$ cat config.mk
export PLATFORM = sky130hd
export DESIGN_NAME = guarded_mode_fsm
export DESIGN_NICKNAME = d
export VERILOG_FILES = /design/src/rtl/guarded_mode_fsm.sv
export SDC_FILE = /design/constraint.sdc
export NUM_CORES = 1
export LEC_CHECK = 0
export ABC_CLOCK_PERIOD_IN_PS = 2200
export CORE_MARGIN = 4
export CORE_UTILIZATION = 43
export CTS_CLUSTER_SIZE = 8
export DETAILED_ROUTE_END_ITERATION = 12
export GPL_TIMING_DRIVEN = 0
export PLACE_DENSITY = 0.7
export SLEW_MARGIN = 20
export SYNTH_ARGS = -nofsm -noshare
export SYNTH_HDL_FRONTEND = slang
export SYNTH_SLANG_ARGS = --single-unit
$ cat constraint.sdc
create_clock -name clk -period 2.2 [get_ports clk]
set_clock_uncertainty 0.15 [all_clocks]
set_input_delay 0.44 -clock clk [delete_from_list [all_inputs] [get_ports clk]]
set_output_delay 0.44 -clock clk [all_outputs]
set_load 0.01 [all_outputs]
$ cat src/rtl/guarded_mode_fsm.sv
// Guarded mode controller: walks IDLE <-> OP1..OPk one neighbour at a time,
// counts rejected requests and latches FAULT after MAX_ERR of them.
module guarded_mode_fsm #(
   parameter int STATE_W    = 3,
   parameter int NUM_STATES = 6,
   parameter int MAX_ERR    = 4,
   parameter int ERR_W      = 4
) (
   input  logic               clk,
   input  logic               rst_n,
   input  logic               req_valid,
   input  logic [STATE_W-1:0] req_state,
   output logic               req_ready,
   input  logic               clr_fault,
   output logic [STATE_W-1:0] state_out,
   output logic               rej,
   output logic [ERR_W-1:0]   err_cnt,
   output logic               fault
);

   typedef enum logic [STATE_W-1:0] {
      S_IDLE  = STATE_W'(0),
      S_FAULT = STATE_W'(NUM_STATES-1)
   } state_t;

   // One extra bit so range checks never wrap, even when NUM_STATES == 2**STATE_W.
   localparam logic [STATE_W:0]   NS_EXT  = (STATE_W+1)'(NUM_STATES);
   localparam logic [ERR_W-1:0]   ERR_MAX = ERR_W'(MAX_ERR);
   localparam logic [ERR_W-1:0]   ERR_SAT = '1;

   state_t             state;
   logic               ready_q;
   logic               rej_q;
   logic               fault_q;
   logic [ERR_W-1:0]   err_q;

   logic [STATE_W:0]   st_ext;
   logic [STATE_W:0]   rq_ext;
   logic               st_encoded;
   logic               legal;
   logic [ERR_W-1:0]   err_inc;

   assign st_ext     = {1'b0, state};
   assign rq_ext     = {1'b0, req_state};
   assign st_encoded = st_ext < NS_EXT;
   assign err_inc    = (err_q == ERR_SAT) ? err_q : err_q + 1'b1;

   // Neighbour rule: from IDLE any OP; from an OP only IDLE or an adjacent OP.
   always_comb begin
      legal = 1'b0;
      if (rq_ext >= NS_EXT || req_state == S_FAULT || req_state == state)
         legal = 1'b0;
      else if (state == S_IDLE)
         legal = 1'b1;
      else
         legal = (req_state == S_IDLE) || (rq_ext == st_ext + 1'b1) ||
                 (rq_ext + 1'b1 == st_ext);
   end

   always_ff @(posedge clk) begin
      if (!rst_n) begin
         state   <= S_IDLE;
         ready_q <= 1'b1;
         rej_q   <= 1'b0;
         fault_q <= 1'b0;
         err_q   <= '0;
      end else begin
         rej_q <= 1'b0;
         if (!st_encoded) begin
            state   <= S_FAULT;
            fault_q <= 1'b1;
            ready_q <= 1'b0;
         end else if (state == S_FAULT) begin
            ready_q <= 1'b0;
            if (clr_fault) begin
               state   <= S_IDLE;
               err_q   <= '0;
               fault_q <= 1'b0;
               ready_q <= 1'b1;
            end
         end else if (req_valid && ready_q) begin
            // Ready drops for one cycle after every accept, so rej can't repeat.
            ready_q <= 1'b0;
            if (legal) begin
               state <= state_t'(req_state);
            end else begin
               rej_q <= 1'b1;
               err_q <= err_inc;
               if (err_inc == ERR_MAX) begin
                  state   <= S_FAULT;
                  fault_q <= 1'b1;
               end
            end
         end else begin
            ready_q <= 1'b1;
         end
      end
   end

   assign state_out = state;
   assign req_ready = ready_q;
   assign rej       = rej_q;
   assign err_cnt   = err_q;
   assign fault     = fault_q;

endmodule

==> results of run 1 <==
sequential cells by signal, summed over array words and instances (netlist names):
name and count:
err_cnt 4, state_out 3, fault 1, rej 1
req_ready 1
layer usage:
metal / up-vias / GRT usage [%]
met2: 33 / 28.49
met5: - / 0
met3: 0 / 5.995
met1: 457 / 24.30
li1: 473 / -
met4: 0 / 2.490
what timing repair did:
item / CTS / global route
buffers inserted: 4 / 5
setup endpoints to repair: 9 / 8
pin swaps: 2 / 4
cloned: 1 / 0
hold endpoints to repair: 0 / 0
gates resized for setup: 18 / 20
report_power, final:
group | leakage [nW] | internal, mW | switching (mW) | total (mW)
Sequential | 0.0836 | 0.204 | 0.0289 | 0.233
Combinational | 0.433 | 0.186 | 0.160 | 0.347
Clock | 0.0138 | 0.0630 | 0.0581 | 0.121
stage by stage:
step | power (mW) | cell area [um2]
floorplan | 0.4097 | 935.9
global placement | 0.4994 | 1130
detailed placement | 0.5040 | 1130
CTS | 0.6643 | 1202
global route | 0.7529 | 1306
finish | 0.7008 | 1306
cells in the mapped netlist (2+ instances only):
| cell type | instances |
|---|---|
| inv_1 | 6 |
| o21ai_0 | 7 |
| a21oi_1 | 4 |
| xnor2_1 | 5 |
| o221ai_1 | 2 |
| xor2_1 | 2 |
| nor2_1 | 8 |
| nand2_1 | 9 |
| ha_1 | 8 |
| o22ai_2 | 2 |
| nand3_1 | 4 |
| dfxtp_1 | 10 |
| and3_1 | 2 |
| o2bb2ai_1 | 2 |
| nand4_1 | 4 |
| buf_6 | 2 |
cell type report:
cell class | count | area, um2 | area share (%)
Clock buffer | 3 | 22.52 | 1.724
Inverter | 7 | 31.28 | 2.395
Timing Repair Buffer | 26 | 241.5 | 18.49
Sequential cell | 10 | 207.7 | 15.90
Buffer | 5 | 52.55 | 4.023
Tap cell | 27 | 33.78 | 2.586
Multi-Input combinational cell | 88 | 716.9 | 54.89
logic make-up (layout without fill, tap and decap cells):
kind of cell | Yosys count | count (layout)
flops | 10 | 10
compound gates | 31 | 31
mux | 2 | 2
xor+xnor | 7 | 7
buf+inv | 12 | 41
simple gates | 40 | 40
fa+ha+maj | 8 | 8
critical path, cell delays in order, from the launching register on:
cell,delay (ns)
dfxtp_2,0.35
buf_8,0.12
inv_6,0.04
ha_4,0.25
xor2_1,0.15
nor2_1,0.06
o21ai_1,0.12
a21oi_2,0.13
buf_6,0.15
a211oi_1,0.35
a221oi_2,0.12
path summary, 6_finish.rpt:
| path | from | to | depth (start not counted) | slack [ns] |
|---|---|---|---|---|
| setup / recovery | state_out[1] | state_out[0] | 10 | 0.09 |
| hold / removal | req_state[1] | state_out[1] | 3 | 0.31 |
| setup reg to reg | state_out[1] | state_out[0] | 10 | 0.09 |
| hold reg to reg | fault | fault | 1 | 0.36 |
==> flow_metrics.env, run 1 <==
export IMPL_timing_final_crit_share_pct=96.05
export IMPL_maxCapViolCount=0
export IMPL_drive_above_1_share_pct=31.65
export IMPL_max_slew_margin_pct=72.05
export IMPL_drc=0
export IMPL_synth_area_per_cell_um2=8.451
export IMPL_yosys_area_share_adder_pct=10.77
export IMPL_htreeDepth=1
export IMPL_worst_setup_path_start_kind="flop"
export IMPL_wl_met3_um=179
export IMPL_die_height_um=54.50
export IMPL_gp_congestion=0.8183
export IMPL_critPathArrivalTime_ns=2.09
export IMPL_crit_fanout=5
export IMPL_nFillCells=164
export IMPL_hold_buffers=0
export IMPL_fin_nets=156
export IMPL_clkTransAtPathRegs_ns=0.06
export IMPL_synth_compound_area_share_pct=26.11
export IMPL_top_layer="met3"
export IMPL_crit_type="flop to flop"
export IMPL_worst_slack_ns=0.08698
export IMPL_fin_util_pct=65.25
export IMPL_clk_path_buf_depth=2
export IMPL_worst_pin_slew_ns=0.4193
export IMPL_rsz0062_at_grt="true"
export IMPL_synth_seq_cells=10
export IMPL_tns_ns=0
export IMPL_setup_viol_count_final=0
export IMPL_layout_common_cells="13 x clkdlybuf4s50_1, 9 x nand2_1, 9 x buf_4"
export IMPL_start_util_pct=46.44
export IMPL_instances_no_fill=166
export IMPL_synth_simple_area_share_pct=25.30
export IMPL_fp_row_count=16
export IMPL_hp_class="input port to flop"
export IMPL_dp_hpwl_mm=1.594
export IMPL_slew_viol_final=0
export IMPL_drtIter0Drc=18
export IMPL_area_growth_pct=40.51
export IMPL_grt_pass1_wl_mm=3.891
export IMPL_routed_via_count=963
export IMPL_hold_viol=0
export IMPL_m1WireLength_mm=1.044
export IMPL_synth_seq_area_share_pct=21.53
export IMPL_met2_length_mm=1.114
export IMPL_synth_area_mux_share_pct=2.692
export IMPL_dr_pass1_iters=4
export IMPL_fmax_ghz=0.4733
export IMPL_p_per_area_nw_per_um2=536.5
export IMPL_yosys_top_cells_area="dfxtp_1 22%, ha_1 11%, xnor2_1 4.7%"
export IMPL_ys_types=49
export IMPL_syn_nets=125
export IMPL_routed_wl_mm=2.338
export IMPL_clock_sink_count=10
export IMPL_peakVddDrop_mv=0.4208
export IMPL_async_flop_share_pct=0
export IMPL_vias_per_cell=5.801
export IMPL_cts_root_buf="clkbuf_4"
export IMPL_leakagePower_nw=0.5305
export IMPL_die_w_um=54.50
export IMPL_synth_xor_xnor_area_share_pct=6.595
export IMPL_synth_edf_count=0
export IMPL_end_kind="flop"
export IMPL_grt_pass1_vias=859
export IMPL_required_ns=2.18
export IMPL_clk_latency_ns=0.26
export IMPL_post_place_cells=153
export IMPL_ys_flop_type="dfxtp_1"
export IMPL_antenna_cells=0
export IMPL_period_needed_ns=2.113
export IMPL_hold_ws_ns=0.3116
export IMPL_final_common_cell="clkdlybuf4s50_1"
export IMPL_dp_slack_ns=-0.8622
export IMPL_yosys_warnings=0
export IMPL_cts_tree="yes"
export IMPL_synth_top_area_cell="dfxtp_1"
export IMPL_run_status="completed"
export IMPL_yosysTopAreaCellShare_pct=21.53
export IMPL_drtAntennaViolNets=0
export IMPL_ioPinCount=17
export IMPL_grt_max_degree=11
export IMPL_syn_inst=110
export IMPL_routedWlPerCell_um=14.08
export IMPL_netlist_area_um2=929.6
export IMPL_core_um2=2002
export IMPL_io_buffers=16
export IMPL_gr_total_overflow=0
export IMPL_grt_total_usage_pct=18.05
export IMPL_cts_buffers_inserted=3
export IMPL_synth_top_family_by_area="compound AO/OA/AOI/OAI gates"
export IMPL_die_area_um2=2970
export IMPL_antenna_found_initial=0
No activity file was read; power rests on OpenSTA's default activity.
==> run 2: changes to the inputs <==
--- a/config.mk
+++ b/config.mk
@@ -5,13 +5,14 @@
 export SDC_FILE = /design/constraint.sdc
 export NUM_CORES = 1
 export LEC_CHECK = 0
-export ABC_CLOCK_PERIOD_IN_PS = 2200
+export ABC_CLOCK_PERIOD_IN_PS = 2000
 export CORE_MARGIN = 4
 export CORE_UTILIZATION = 43
+export CTS_CLUSTER_DIAMETER = 200
 export CTS_CLUSTER_SIZE = 8
 export DETAILED_ROUTE_END_ITERATION = 12
 export GPL_TIMING_DRIVEN = 0
-export PLACE_DENSITY = 0.7
+export PLACE_DENSITY = 0.68
 export SLEW_MARGIN = 20
 export SYNTH_ARGS = -nofsm -noshare
 export SYNTH_HDL_FRONTEND = slang
==> constraint.sdc (replaced) <==
create_clock -name clk -period 2 [get_ports clk]
set_clock_uncertainty 0.15 [all_clocks]
set_input_delay 0.4 -clock clk [delete_from_list [all_inputs] [get_ports clk]]
set_output_delay 0.4 -clock clk [all_outputs]
set_load 0.01 [all_outputs]
==> flow_metrics.env, run 2 (same netlist as run 1, synthesis figures left out) <==
export IMPL_cts_buffers_inserted=3
export IMPL_dr_pass1_iters=5
export IMPL_fmax_ghz=0.4707
export IMPL_routedWlPerCell_um=18.03
export IMPL_internal_power_mw=0.6155
export IMPL_violations="setup timing"
export IMPL_end_kind="flop"
export IMPL_io_buffers=16
export IMPL_drtIter0Drc=68
export IMPL_largest_register_ffs=4
export IMPL_antenna_cells=0
export IMPL_clkTransAtPathRegs_ns=0.07
export IMPL_antenna_found_initial=0
export IMPL_gr_total_overflow=0
export IMPL_maxCapViolCount=0
export IMPL_p_sw_share_pct=36.63
export IMPL_worst_setup_path_start_kind="flop"
export IMPL_fp_row_count=16
export IMPL_period_needed_ns=2.125
export IMPL_dp_slack_ns=-0.9480
export IMPL_fin_area_um2=1506
export IMPL_grt_pass1_vias=976
export IMPL_drc=0
export IMPL_final_common_cell="buf_4"
export IMPL_setup_viol_count_final=5
export IMPL_p_comb_share_pct=53.7
export IMPL_cts_root_buf="clkbuf_4"
export IMPL_ioPinCount=17
export IMPL_worst_slack_ns=-0.1245
export IMPL_required_ns=2.03
export IMPL_pwr_share_seq_pct=26.7
export IMPL_drive_above_1_share_pct=43.84
export IMPL_die_area_um2=2970
export IMPL_dp_hpwl_mm=1.735
export IMPL_gp_congestion=0.8082
export IMPL_crit_family="simple AND/OR/NAND/NOR gates"
export IMPL_layout_common_cells="14 x buf_4, 13 x clkdlybuf4s50_1, 9 x nand2_1"
export IMPL_fin_util_pct=75.25
export IMPL_run_status="complete, but fails checks"
export IMPL_crit_chain="buf_8 > inv_8 > ha_4 > xor2_2 > nor2_1 > o21ai_2 > a21oi_4 > or4b_1 > o2111a_1"
export IMPL_rsz0062_at_grt="true"
export IMPL_clock_sink_count=10
export IMPL_max_stage_delay_ns=0.52
export IMPL_clk_path_buf_depth=2
export IMPL_hp_class="input port to flop"
export IMPL_critPathArrivalTime_ns=2.15
export IMPL_hold_ws_ns=0.2651
export IMPL_routed_wl_mm=3.119
export IMPL_p_per_area_nw_per_um2=644.7
export IMPL_peakVddDrop_mv=0.5690
export IMPL_die_height_um=54.50
export IMPL_vias_per_cell=6.237
export IMPL_leakagePower_nw=0.5892
export IMPL_hold_buffers=0
export IMPL_fin_nets=162
export IMPL_grt_total_usage_pct=22.35
export IMPL_crit_type="flop to flop"
export IMPL_htreeDepth=1
export IMPL_clkPwrFrac_pct=19.5
export IMPL_cp_num_buf_inv=2
export IMPL_area_growth_pct=62.05
export IMPL_core_um2=2002
export IMPL_p_switching_mw=0.3557
export IMPL_grt_max_degree=11
export IMPL_hold_viol=0
export IMPL_place_area_um2=1194
export IMPL_timing_final_crit_share_pct=106.2
export IMPL_die_w_um=54.50
export IMPL_start_util_pct=46.44
export IMPL_crit_fanout=5
export IMPL_clk_latency_ns=0.28
export IMPL_critPathSlowestCell="or4b_1"
export IMPL_nFillCells=137
export IMPL_max_slew_margin_pct=72.81
export IMPL_grt_pass1_wl_mm=4.733
export IMPL_regArea_um2=212.7
export IMPL_cts_tree="yes"
export IMPL_worst_pin_slew_ns=0.4066
export IMPL_routed_via_count=1079
export IMPL_slew_viol_final=0
export IMPL_drtAntennaViolNets=0
export IMPL_multi_input_area_um2=843.3
## run 2: final cells by class
class | instances | share of cell area (%)
multi-input combinational | 88 | 55.98
clock buffer | 4 | 2.409
tap | 27 | 2.243
sequential | 10 | 14.12
timing repair buffer | 32 | 19.52
buffer | 5 | 3.488
inverter | 7 | 2.243
## run 2: metal layers
metal	wire length, um	global-route usage, %	up-vias
met2	1551	38.45	73
met5	0	0	-
li1	-	-	493
met1	1229	27.52	499
met3	268	5.995	14
met4	70	4.979	0
## run 2: path summary, 6_finish.rpt
path           startpoint      endpoint  slack (ns)  cells after the start
max          state_out[1]    err_cnt[2]       -0.12                      9
min          req_state[1]  state_out[1]        0.27                      3
max reg2reg  state_out[1]    err_cnt[2]       -0.12                      9
min reg2reg         fault         fault        0.42                      1
## run 2: power groups by stage
stage                     Sequential [mW]  Combinational [mW]  Clock (mW)
final                               0.260               0.522       0.190
after global routing                0.263               0.553       0.202
after detailed placement            0.262               0.332           0
after CTS                           0.258               0.430       0.192
after floorplan                     0.267               0.214           0
after global placement              0.261               0.322           0
## run 2: worst min-delay path: stages
cell	delay, ns
buf_6	0.13
nand4_1	0.07
mux2i_1	0.06
## run 2: timing repair
action | 4_1_cts | 5_1_grt
gates resized for setup | 28 | 19
pin swaps | 7 | 11
endpoints found under the setup margin | 9 | 8
setup buffers | 12 | 3
gates cloned | 1 | 0
## run 2: metrics by stage
step           std cells  TNS [ns]  total power [mW]
2_1_floorplan        110  -0.03680            0.4811
3_3_place_gp         153    -6.949            0.5826
3_5_place_dp         153    -7.344            0.5941
4_1_cts              170   -0.1872            0.8798
5_1_grt              173   -0.7933             1.019
6_report             173   -0.4389            0.9712
==> run 3: changes to the inputs <==
--- a/config.mk
+++ b/config.mk
@@ -5,14 +5,14 @@
 export SDC_FILE = /design/constraint.sdc
 export NUM_CORES = 1
 export LEC_CHECK = 0
-export ABC_CLOCK_PERIOD_IN_PS = 2000
+export ABC_CLOCK_PERIOD_IN_PS = 1840
 export CORE_MARGIN = 4
-export CORE_UTILIZATION = 43
+export CORE_UTILIZATION = 41
 export CTS_CLUSTER_DIAMETER = 200
 export CTS_CLUSTER_SIZE = 8
 export DETAILED_ROUTE_END_ITERATION = 12
 export GPL_TIMING_DRIVEN = 0
-export PLACE_DENSITY = 0.68
+export PLACE_DENSITY = 0.67
 export SLEW_MARGIN = 20
 export SYNTH_ARGS = -nofsm -noshare
 export SYNTH_HDL_FRONTEND = slang
==> constraint.sdc (replaced) <==
create_clock -name clk -period 1.84 [get_ports clk]
set_clock_uncertainty 0.15 [all_clocks]
set_input_delay 0.368 -clock clk [delete_from_list [all_inputs] [get_ports clk]]
set_output_delay 0.368 -clock clk [all_outputs]
set_load 0.01 [all_outputs]
==> flow_metrics.env, run 3 (same netlist as run 1, synthesis figures left out) <==
export IMPL_dr_pass1_iters=4
export IMPL_gr_total_overflow=0
export IMPL_dp_hpwl_mm=1.746
export IMPL_grt_pass1_wl_mm=4.478
export IMPL_critPathArrivalTime_ns=2.17
export IMPL_cts_tree="yes"
export IMPL_ioPinCount=17
export IMPL_period_needed_ns=2.170
export IMPL_routed_wl_mm=2.817
export IMPL_grt_max_degree=11
export IMPL_crit_type="input port to flop"
export IMPL_worst_pin_slew_ns=0.4620
export IMPL_grt_total_usage_pct=17.75
export IMPL_place_area_um2=1221
export IMPL_clkTransAtPathRegs_ns=0.06
export IMPL_cts_root_buf="clkbuf_4"
export IMPL_fmax_ghz=0.4609
export IMPL_end_kind="flop"
export IMPL_violations="setup timing"
export IMPL_crit_family="compound AO/OA/AOI/OAI gates"
export IMPL_fin_area_um2=1476
export IMPL_crit_fanout=8
export IMPL_required_ns=1.84
export IMPL_drc=0
export IMPL_hold_viol=0
export IMPL_io_buffers=16
export IMPL_core_um2=2062
export IMPL_crit_chain="buf_4 > inv_12 > ha_4 > or3_1 > a31oi_1 > o21ai_1 > a21oi_2 > buf_6 > a21oi_2 > o311a_1"
export IMPL_fin_nets=160
export IMPL_die_height_um=55.62
export IMPL_largest_register_ffs=4
export IMPL_post_place_cells=153
export IMPL_cp_num_buf_inv=3
export IMPL_drtIter0Drc=25
export IMPL_area_growth_pct=58.82
export IMPL_vias_per_cell=5.835
export IMPL_hp_class="input port to flop"
export IMPL_rsz0062_at_grt="true"
export IMPL_start_util_pct=45.08
export IMPL_antenna_cells=0
export IMPL_timing_final_crit_share_pct=117.9
export IMPL_fin_util_pct=71.60
export IMPL_maxCapViolCount=0
export IMPL_cp_common_cell="a21oi_2"
export IMPL_regArea_um2=215.2
export IMPL_slew_viol_final=0
export IMPL_setup_viol_count_final=9
export IMPL_gp_congestion=0.7497
export IMPL_peakVddDrop_mv=0.4791
export IMPL_worst_setup_path_start_kind="input port"
export IMPL_max_slew_margin_pct=69.09
export IMPL_clock_sink_count=10
export IMPL_layout_common_cells="13 x clkdlybuf4s50_1, 13 x buf_4, 9 x nand2_1"
export IMPL_instances_no_fill=170
export IMPL_routed_via_count=992
export IMPL_multi_input_area_um2=824.5
export IMPL_run_status="complete, but fails checks"
export IMPL_power_total_mw=0.9453
export IMPL_fp_row_count=16
export IMPL_drive_above_1_share_pct=43.36
export IMPL_nFillCells=153
export IMPL_tns_ns=-2.319
export IMPL_critPathSlowestCell="or3_1"
export IMPL_routedWlPerCell_um=16.57
export IMPL_dp_slack_ns=-1.136
export IMPL_die_w_um=55.62
export IMPL_grt_pass1_vias=949
export IMPL_antenna_found_initial=0
export IMPL_leakagePower_nw=0.5812
export IMPL_worst_slack_ns=-0.3298
export IMPL_max_stage_delay_ns=0.38
export IMPL_die_area_um2=3093
export IMPL_hold_ws_ns=0.3384
export IMPL_drtAntennaViolNets=0
export IMPL_clk_path_buf_depth=2
export IMPL_clk_latency_ns=0.26
export IMPL_htreeDepth=1
export IMPL_p_per_area_nw_per_um2=640.2
export IMPL_cts_buffers_inserted=3
==> run 3: cell types whose count changed in the layout (fill, tap and decap cells not counted), moves of 2 or more <==
cell       before  now
buf_12          0    2
o2bb2ai_1       2    0
o2bb2ai_2       0    2
buf_6           6    3
dfxtp_2         1    3
dfxtp_1         6    4
==> run 3: power by group <==
group | switching [mW] | leakage [nW] | internal (mW) | total [mW]
Combinational | 0.242 | 0.482 | 0.274 | 0.516
Sequential | 0.0349 | 0.0852 | 0.247 | 0.282
Clock | 0.0712 | 0.0138 | 0.0755 | 0.147
==> run 3: path summary, 6_finish.rpt <==
check,start,endpoint,slack (ns),cells past startpoint
worst max register to register,state_out[1],fault,-0.24,9
worst min-delay path,req_state[1],state_out[1],0.34,3
worst max-delay path,req_state[1],fault,-0.33,10
worst min register to register,fault,fault,0.37,1
==> run 3: what timing repair did <==
action | 4_1_cts | 5_1_grt
pin swaps | 7 | 6
cloned | 1 | 0
endpoints found under the setup margin | 9 | 10
gates resized for setup | 23 | 16
hold buffers | 0 | 0
buffers inserted | 9 | 5
==> run 3: area by class of cell <==
type	instances	share of cell area [%]
plain buffers	4	2.797
inverters	7	3.136
well taps	27	2.288
multi-input cells	88	55.85
clock buffers	3	1.525
repair buffers	31	19.83
flip-flops and latches	10	14.58
==> run 3: worst register-to-register path: stages (launching register included) <==
cell and delay [ns]:
dfxtp_2 0.34, buf_8 0.13, buf_4 0.15, xnor2_2 0.14, a31oi_1 0.21, o21ai_1 0.11, a21oi_2 0.24, buf_6 0.18
a21oi_2 0.05, o311a_1 0.28
==> run 3: layer usage <==
metal / vias to the layer above / GRT usage, % / part of all wire, %
met5: - / 0 / 0
met4: 0 / 4.514 / 2.4
met3: 12 / 6.265 / 7.7
met2: 43 / 26.52 / 47
met1: 452 / 24.13 / 43
li1: 485 / - / -
